--- config.mk ---
export PLATFORM = sky130hd
export DESIGN_NAME = keypad_entry
export DESIGN_NICKNAME = d
export VERILOG_FILES = /design/src/rtl/safebox_pkg.sv /design/src/rtl/safebox_toggle_sync.sv /design/src/rtl/keypad_entry.sv
export SDC_FILE = /design/constraint.sdc
export NUM_CORES = 1
export LEC_CHECK = 0
export BUFFER_PORTS_ARGS = -buffer_cell sky130_fd_sc_hd__buf_2
export CAP_MARGIN = 30
export CORE_AREA = 2 2 78 80
export CTS_CLUSTER_SIZE = 14
export DETAILED_ROUTE_END_ITERATION = 8
export DIE_AREA = 0 0 80 82
export PLACE_DENSITY_LB_ADDON = 0.25
export RECOVER_POWER = 100
export SYNTH_ARGS = -nofsm -noshare
export SYNTH_HDL_FRONTEND = slang
export SYNTH_SLANG_ARGS = --single-unit
--- constraint.sdc ---
create_clock -name clk -period 5.38 [get_ports clk]
set_input_delay 0.538 -clock clk [delete_from_list [all_inputs] [get_ports clk]]
set_output_delay 0.538 -clock clk [all_outputs]
set_load 0.03 [all_outputs]
--- src/rtl/safebox_pkg.sv ---
`default_nettype none
// ============================================================================
// safebox_pkg : keypad FSM states, column encodings, key-code mapping
// Rev 1.0
// ============================================================================
package safebox_pkg;

   typedef enum logic [1:0] {
      SCAN     = 2'd0,
      DEBOUNCE = 2'd1,
      ACCEPT   = 2'd2,
      RELEASE  = 2'd3
   } state_t;

   localparam int c_SCAN_DIV_DEF       = 50000;
   localparam int c_DEBOUNCE_SCANS_DEF = 10;

   localparam logic [3:0] c_COL0 = 4'b1110;
   localparam logic [3:0] c_COL1 = 4'b1101;
   localparam logic [3:0] c_COL2 = 4'b1011;
   localparam logic [3:0] c_COL3 = 4'b0111;

   function automatic logic [3:0] col_drive(input logic [1:0] idx);
      logic [3:0] v;
      case (idx)
         2'd0:    v = c_COL0;
         2'd1:    v = c_COL1;
         2'd2:    v = c_COL2;
         default: v = c_COL3;
      endcase
      return v;
   endfunction

   // Lowest active (low) row wins when several rows are pulled down together.
   function automatic logic [3:0] key_map(input logic [3:0] row_n, input logic [1:0] col_idx);
      logic [1:0] r;
      if (!row_n[0])      r = 2'd0;
      else if (!row_n[1]) r = 2'd1;
      else if (!row_n[2]) r = 2'd2;
      else                r = 2'd3;
      return {r, col_idx};
   endfunction

endpackage
`default_nettype wire

--- src/rtl/safebox_toggle_sync.sv ---
`default_nettype none
// ============================================================================
// safebox_toggle_sync : 2-FF synchronizer with any-edge one-cycle pulse
// Rev 1.0
// ============================================================================
module safebox_toggle_sync (
   input  logic clk,
   input  logic rst,
   input  logic i_din,
   output logic o_pulse
);

   logic r_meta;
   logic r_sync;
   logic r_prev;

   always_ff @(posedge clk or posedge rst) begin
      if (rst) begin
         r_meta <= 1'b0;
         r_sync <= 1'b0;
         r_prev <= 1'b0;
      end else begin
         r_meta <= i_din;
         r_sync <= r_meta;
         r_prev <= r_sync;
      end
   end

   assign o_pulse = r_sync ^ r_prev;

endmodule
`default_nettype wire

--- src/rtl/keypad_entry.sv ---
`default_nettype none
// ============================================================================
// keypad_entry : 4x4 keypad scan, debounce and four-digit entry shift register
// Rev 1.0
// ============================================================================
module keypad_entry
   import safebox_pkg::*;
#(
   parameter int SCAN_DIV       = c_SCAN_DIV_DEF,
   parameter int DEBOUNCE_SCANS = c_DEBOUNCE_SCANS_DEF
) (
   input  logic       clk,
   input  logic       rst,
   input  logic       i_clear_toggle,
   input  logic [3:0] i_row,
   output logic [3:0] o_col,
   output logic [3:0] o_p0,
   output logic [3:0] o_p1,
   output logic [3:0] o_p2,
   output logic [3:0] o_p3,
   output logic       o_key_valid,
   output logic [3:0] o_key_code
);

   localparam int              c_SW        = $clog2(SCAN_DIV);
   localparam int              c_CW        = $clog2(DEBOUNCE_SCANS + 1);
   localparam logic [c_SW-1:0] c_SLOT_LAST = c_SW'(SCAN_DIV - 1);
   localparam logic [c_CW-1:0] c_CNT_DONE  = c_CW'(DEBOUNCE_SCANS);
   localparam logic [c_CW-1:0] c_CNT_ONE   = c_CW'(1);

   logic [3:0]      r_row_meta;
   logic [3:0]      r_row_sync;
   logic [c_SW-1:0] r_slot;
   state_t          r_state,   w_state_nxt;
   logic [1:0]      r_col_idx, w_col_idx_nxt;
   logic [c_CW-1:0] r_cnt,     w_cnt_nxt;
   logic [3:0]      r_pend,    w_pend_nxt;
   logic [c_CW-1:0] w_cnt_inc;
   logic            w_sample;
   logic            w_any_low;
   logic [3:0]      w_code;
   logic            w_clear;
   logic [3:0]      r_p0, r_p1, r_p2, r_p3;
   logic [3:0]      r_key_code;
   logic            r_key_valid;

   safebox_toggle_sync u_clear_sync (
      .clk     (clk),
      .rst     (rst),
      .i_din   (i_clear_toggle),
      .o_pulse (w_clear)
   );

   always_ff @(posedge clk or posedge rst) begin
      if (rst) begin
         r_row_meta <= 4'h0;
         r_row_sync <= 4'h0;
         r_slot     <= '0;
      end else begin
         r_row_meta <= i_row;
         r_row_sync <= r_row_meta;
         r_slot     <= (r_slot == c_SLOT_LAST) ? '0 : r_slot + 1'b1;
      end
   end

   assign w_sample  = (r_slot == c_SLOT_LAST);
   assign w_any_low = ~&r_row_sync;
   assign w_code    = key_map(r_row_sync, r_col_idx);
   assign w_cnt_inc = r_cnt + 1'b1;

   always_ff @(posedge clk or posedge rst) begin
      if (rst) begin
         r_state   <= SCAN;
         r_col_idx <= 2'd0;
         r_cnt     <= '0;
         r_pend    <= 4'h0;
      end else begin
         r_state   <= w_state_nxt;
         r_col_idx <= w_col_idx_nxt;
         r_cnt     <= w_cnt_nxt;
         r_pend    <= w_pend_nxt;
      end
   end

   always_comb begin
      w_state_nxt   = r_state;
      w_col_idx_nxt = r_col_idx;
      w_cnt_nxt     = r_cnt;
      w_pend_nxt    = r_pend;
      case (r_state)
         SCAN: begin
            if (w_sample) begin
               if (w_any_low) begin
                  w_state_nxt = DEBOUNCE;
                  w_pend_nxt  = w_code;
                  w_cnt_nxt   = c_CNT_ONE;
               end else begin
                  w_col_idx_nxt = r_col_idx + 2'd1;
               end
            end
         end
         DEBOUNCE: begin
            // Terminal count is acted on the cycle after it is reached.
            if (r_cnt == c_CNT_DONE) begin
               w_state_nxt = ACCEPT;
            end else if (w_sample) begin
               if (w_any_low && (w_code == r_pend)) begin
                  w_cnt_nxt = w_cnt_inc;
               end else begin
                  w_state_nxt   = SCAN;
                  w_col_idx_nxt = r_col_idx + 2'd1;
                  w_cnt_nxt     = '0;
               end
            end
         end
         ACCEPT: begin
            w_state_nxt = RELEASE;
            w_cnt_nxt   = '0;
         end
         RELEASE: begin
            if (w_sample) begin
               if (w_any_low) begin
                  w_cnt_nxt = '0;
               end else if (w_cnt_inc == c_CNT_DONE) begin
                  w_state_nxt   = SCAN;
                  w_col_idx_nxt = r_col_idx + 2'd1;
                  w_cnt_nxt     = '0;
               end else begin
                  w_cnt_nxt = w_cnt_inc;
               end
            end
         end
         default: begin
            w_state_nxt = SCAN;
            w_cnt_nxt   = '0;
         end
      endcase
   end

   // A clear on the ACCEPT cycle discards the key but leaves key_code alone.
   always_ff @(posedge clk or posedge rst) begin
      if (rst) begin
         r_p0        <= 4'h0;
         r_p1        <= 4'h0;
         r_p2        <= 4'h0;
         r_p3        <= 4'h0;
         r_key_code  <= 4'h0;
         r_key_valid <= 1'b0;
      end else begin
         r_key_valid <= 1'b0;
         if (w_clear) begin
            r_p0 <= 4'h0;
            r_p1 <= 4'h0;
            r_p2 <= 4'h0;
            r_p3 <= 4'h0;
         end else if (r_state == ACCEPT) begin
            r_p3        <= r_p2;
            r_p2        <= r_p1;
            r_p1        <= r_p0;
            r_p0        <= r_pend;
            r_key_code  <= r_pend;
            r_key_valid <= 1'b1;
         end
      end
   end

   assign o_col       = col_drive(r_col_idx);
   assign o_p0        = r_p0;
   assign o_p1        = r_p1;
   assign o_p2        = r_p2;
   assign o_p3        = r_p3;
   assign o_key_code  = r_key_code;
   assign o_key_valid = r_key_valid;

endmodule
`default_nettype wire

# Word level (Yosys, flattened, before mapping)
# Cells that the tools add are included.
# Widths: inputs -> output; s select.
dict set report word_totals {
  elab_cells 96
  reg_bits 60
}
dict set report classes {
  addsub 3
  n_bitwise 3
  reduce_logical 12
  mux 42
  eq_ne 20
}
# operator count
set ops {}
lappend ops {{$mux 4} 16}
lappend ops {{$mux 2} 18}
lappend ops {{$ne 2x2->1 const B} 9}
lappend ops {{$add 16x1->16 const B} 1}
lappend ops {{$eq 16x16->1 const B} 1}
lappend ops {{$mux 16} 1}
lappend ops {{$pmux 4 s4} 1}
lappend ops {{$pmux 4 s3} 1}
lappend ops {{$reduce_and 9->1} 1}
lappend ops {{$eq 4x4->1 const B} 2}
lappend ops {{$pmux 2 s4} 1}
lappend ops {{$reduce_and 7->1} 1}
lappend ops {{$eq 2x2->1 const B} 3}
lappend ops {{$ne 3x3->1 const B} 2}
lappend ops {{$pmux 2 s3} 1}
lappend ops {{$reduce_and 5->1} 1}
lappend ops {{$add 4x1->4 const B} 1}
lappend ops {{$eq 2x1->1 const B} 2}
lappend ops {{$eq 4x4->1} 1}
lappend ops {{$logic_not 2->1} 2}
lappend ops {{$reduce_and 4->1} 1}
lappend ops {{$mux 1} 3}
lappend ops {{$reduce_and 3->1} 1}
lappend ops {{$reduce_bool 3->1} 1}
lappend ops {{other kinds (7)} 8}

# Logic depth before layout (Yosys ltp)
dict set report depth {
  word_depth 9
  depth_mapped 7
}

# Cells and area by module
# From an unflattened synthesis, not the netlist that was laid out.
dict set report unflattened {
  hier_cells 262
  area_unflattened_um2 2733.9
}
# mod area_each_um2 n_inst cells_each seq_area_each_um2
set modules_own_cells {}
lappend modules_own_cells {keypad_entry 2646.3 1 257 1426.4}
lappend modules_own_cells {safebox_toggle_sync 87.6 1 5 75.1}

# Least setup slack after synthesis
# Ideal clock, no wire load.
dict set report synth_path {
  path_kind {reg-to-reg}
  from {register r_slot[11]}
  to {register r_cnt[1]}
  arrival_time_ns 1.834
  path_stages_with_launch 6
  slack_ns 3.425
  n_path_buf 0
  t_required_ns 5.259
  path_cell_list {dfrtp_1 > or4b_1 > nor4_4 > o21a_1 > a21oi_1 > a22o_1}
}
dict set report synth_via {
  elab_chain_cells 3
  word_cells_on_any_way 5
  cone_classes {4 x eq/ne; 1 x reduce/logical}
}
# item line_no
set synth_rtl {}
lappend synth_rtl {{from (decl)} keypad_entry.sv:33} ;# logic [c_SW-1:0] r_slot;
lappend synth_rtl {{from (signal assigned)} keypad_entry.sv:62} ;# r_slot <= (r_slot == c_SLOT_LAST) ? '0 : r_slot + 1'b1;
lappend synth_rtl {{$eq 16x16->1 *} keypad_entry.sv:66} ;# assign w_sample = (r_slot == c_SLOT_LAST);
lappend synth_rtl {{$ne 2x2->1 (no line)} --}
lappend synth_rtl {{$reduce_and 5->1 (no line) *} --}
lappend synth_rtl {{to (signal assigned)} keypad_entry.sv:80} ;# r_cnt <= w_cnt_nxt;
lappend synth_rtl {{to (decl)} keypad_entry.sv:36} ;# logic [c_CW-1:0] r_cnt, w_cnt_nxt;
# Mark *: on every way between the ends. The rest lies on a longest branch, timed or not.
# A chain may end at the register's enable or synchronous reset.

==> flow_summary.ini <==
[status]
status = finished with violations
violations = max-capacitance violations, max-slew violations

[placement]
placedCellCount = 332
numPortBuffers = 31
gp_congestion = 0.776
dp_hpwl_um = 3240

[sta]
hold_ws_ps = 316
post-route-min-period_ps = 3100
setup_tns_ps = 0
slew_violations = 61
slew_headroom_pct = -104
worstMarginPinSlew_ps = 3060
fin_crit_sh_pct = 57.7
max_freq_ghz = 0.322
fin_worst_skew_ps = 4.99
finalHoldViolCount = 0
rsz0062_at_grt = false
setup_violations = 0

[grt]
gr-usage-all-layers_pct = 17.2
grt_pass1_wl_um = 8530
antenna_found_initial = 0
grt_max_degree = 61
gr-total-overflow = 0
grt_pass1_vias = 1804

[floorplanning]
design.core.area_um2 = 5750
die_y_um = 82
dieArea_um2 = 6560
rows = 28
ios = 32
die_w_um = 80
start_util_pct = 46.4

[clocking]
postCtsSetupRepairBufs = 0
htreeDepth = 3
cts_buffers = 9
root_buffer = clkbuf_8
clk_pin_slew_ps = 60
cts_tree = built
clk_latency_ps = 330
cts.path.max_buffers = 2
ctsHoldBuffers = 0
cts_resized = 0
clock-sinks = 60

[cells_and_area]
finalNetCount = 283
synthToLayoutAreaGrowth_pct = 14.7
instances_no_fill = 347
drive_gt1_share_pct = 10.3
antenna_cells = 0
utilization_pct = 53.2

[critical_path]
cpLargestDelayFamily = buffers and inverters
startpoint_type = input port
path_class = in2async
cp.required_ps = 5140
arrival_ps = 2860
cp_cell_sequence = buf_2 > inv_1 > clkbuf_1
worstSetupEndpointType = asynchronous set/reset pin
path_buf_inv = 3
critPathMaxFanout = 60
cpMaxStageDelayCell = clkbuf_1
critPathMaxStageDelay_ps = 2150

[routing]
viasPerCell = 5.22
via_count = 1813
drt_pass1_iterations = 4
routed_wirelength_um = 4830
postRouteAntennaNets = 0
drtIter0Drc = 126
drc_errors = 0
wl_per_cell_um = 13.9

[synth]
synth.mux.area_fraction_pct = 2.11
synthCells = 229
yosys_register_bits = 60
netlist_top_cells_area = dfrtp_1 56%, a22o_1 5.9%, ha_1 3.8%
synthDistinctLibCells = 44
synth.most_common_cell = dfrtp_1
synth_fa_ha_area_share_pct = 3.76
synthesis.area_um2 = 2660
synth_compound_area_share_pct = 13.5
yosysTopAreaCell = dfrtp_1
synth_flop_cell = dfrtp_1
synth_top_family_by_area = simple AND/OR/NAND/NOR gates
ys.warnings.count = 0
synth-xor-area-share_pct = 6.25
synth_edf_count = 0
syn_nets = 244
synth-simple-area-share_pct = 15.0
synth_common_cells = 60 x dfrtp_1, 18 x a22o_1, 17 x nand2_1
synth_top_area_share_pct = 56.4
async_flop_share_pct = 100
postSynthAreaPerCell_um2 = 11.6
ys_seq_area_share_pct = 56.4

[power_and_ir_drop]
p_total_mw = 0.865
p_leak_nw = 1.37
p_per_area_nw_per_um2 = 283
ir_worst_vdd_uv = 187

[flow_run]
drv_cap = 1

[hold_path]
min_path_type = in2reg
[kinds of logic (layout without fill, tap and decap cells)]
kind of cell,Yosys count,count (layout)
buf+inv,20,63
flops,60,60
simple gates,68,68
fa+ha+maj,8,8
compound gates,49,49
mux,5,5
xor+xnor,19,19
[final cells by class]
class                           count  area [um^2]
Inverter                           14         52.6
Timing Repair Buffer               34          139
Sequential cell                    60         1500
Clock inverter                      5         52.6
Tap cell                           75         93.8
Clock buffer                       10          138
Fill cell                         529         2690
Multi-Input combinational cell    149         1080
[sequential cells by signal, summed over array words and instances (netlist names), named ones only]
signal,flops
r_row_sync,4
o_p1,4
o_p2,4
r_col_idx,2
u_clear_sync.r_prev,1
o_key_code,4
r_state,1
r_row_meta,4
r_cnt,4
o_p0,4
r_slot,16
r_pend,4
u_clear_sync.r_sync,1
o_p3,4
u_clear_sync.r_meta,1
o_key_valid,1
[worst reg2reg max path, delay by kind of cell (launching register included)]
kind               cells  cell delay [ps]
AOI/OAI and AO/OA      1               90
DFF                    1              430
and+or+nand+nor        4             1870
[report_power, final]
| group | leakage (nW) | total [mW] | switching [mW] | internal (mW) |
|---|---|---|---|---|
| Clock | 0.0979 | 0.388 | 0.167 | 0.221 |
| Combinational | 0.477 | 0.0184 | 0.0144 | 0.00406 |
| Sequential | 0.799 | 0.458 | 0.00264 | 0.455 |
[metrics by stage]
step | worst slack (ps) | instance area, um^2
detailed placement | 2920 | 2910
CTS | 2880 | 3100
floorplan | 3360 | 2660
finish | 2280 | 3060
global placement | 2960 | 2910
global route | 1410 | 3060
[per-layer routing]
layer | vias up | routed length (um) | track usage, %
li1 | 898 | - | -
met1 | 879 | 2330 | 22.2
met2 | 32 | 2260 | 26.8
met3 | 4 | 193 | 5.71
met4 | 0 | 47 | 6.78
met5 | - | 0 | 0
[path summary, 6_finish.rpt]
check	from	end	slack (ps)	cells after the start
worst max-delay path	rst	o_p3[3]$_DFFE_PP0P_	2280	3
worst min-delay path	i_clear_toggle	u_clear_sync.r_meta$_DFF_PP0_	320	1
worst max register to register	r_slot[11]$_DFF_PP0_	r_pend[2]$_DFFE_PP0P_	2870	5
worst min register to register	r_row_meta[1]$_DFF_PP0_	r_row_sync[1]$_DFF_PP0_	350	0
max in group clk	r_slot[11]$_DFF_PP0_	r_pend[2]$_DFFE_PP0P_	2870	5
min in group asynchronous	rst	r_row_sync[2]$_DFF_PP0_	1380	3
[cell usage in the layout (no fill, tap or decap), types with 8 or more instances in the layout]
cell / Yosys / layout
a21oi_1: 9 / 9
a22o_1: 18 / 18
nor2_1: 14 / 14
dfrtp_1: 60 / 60
clkbuf_8: 0 / 10
ha_1: 8 / 8
nand2_1: 17 / 17
xnor2_1: 10 / 10
clkbuf_1: 5 / 27
inv_1: 14 / 14
xor2_1: 9 / 9
Power figures use the tool's default switching activity.
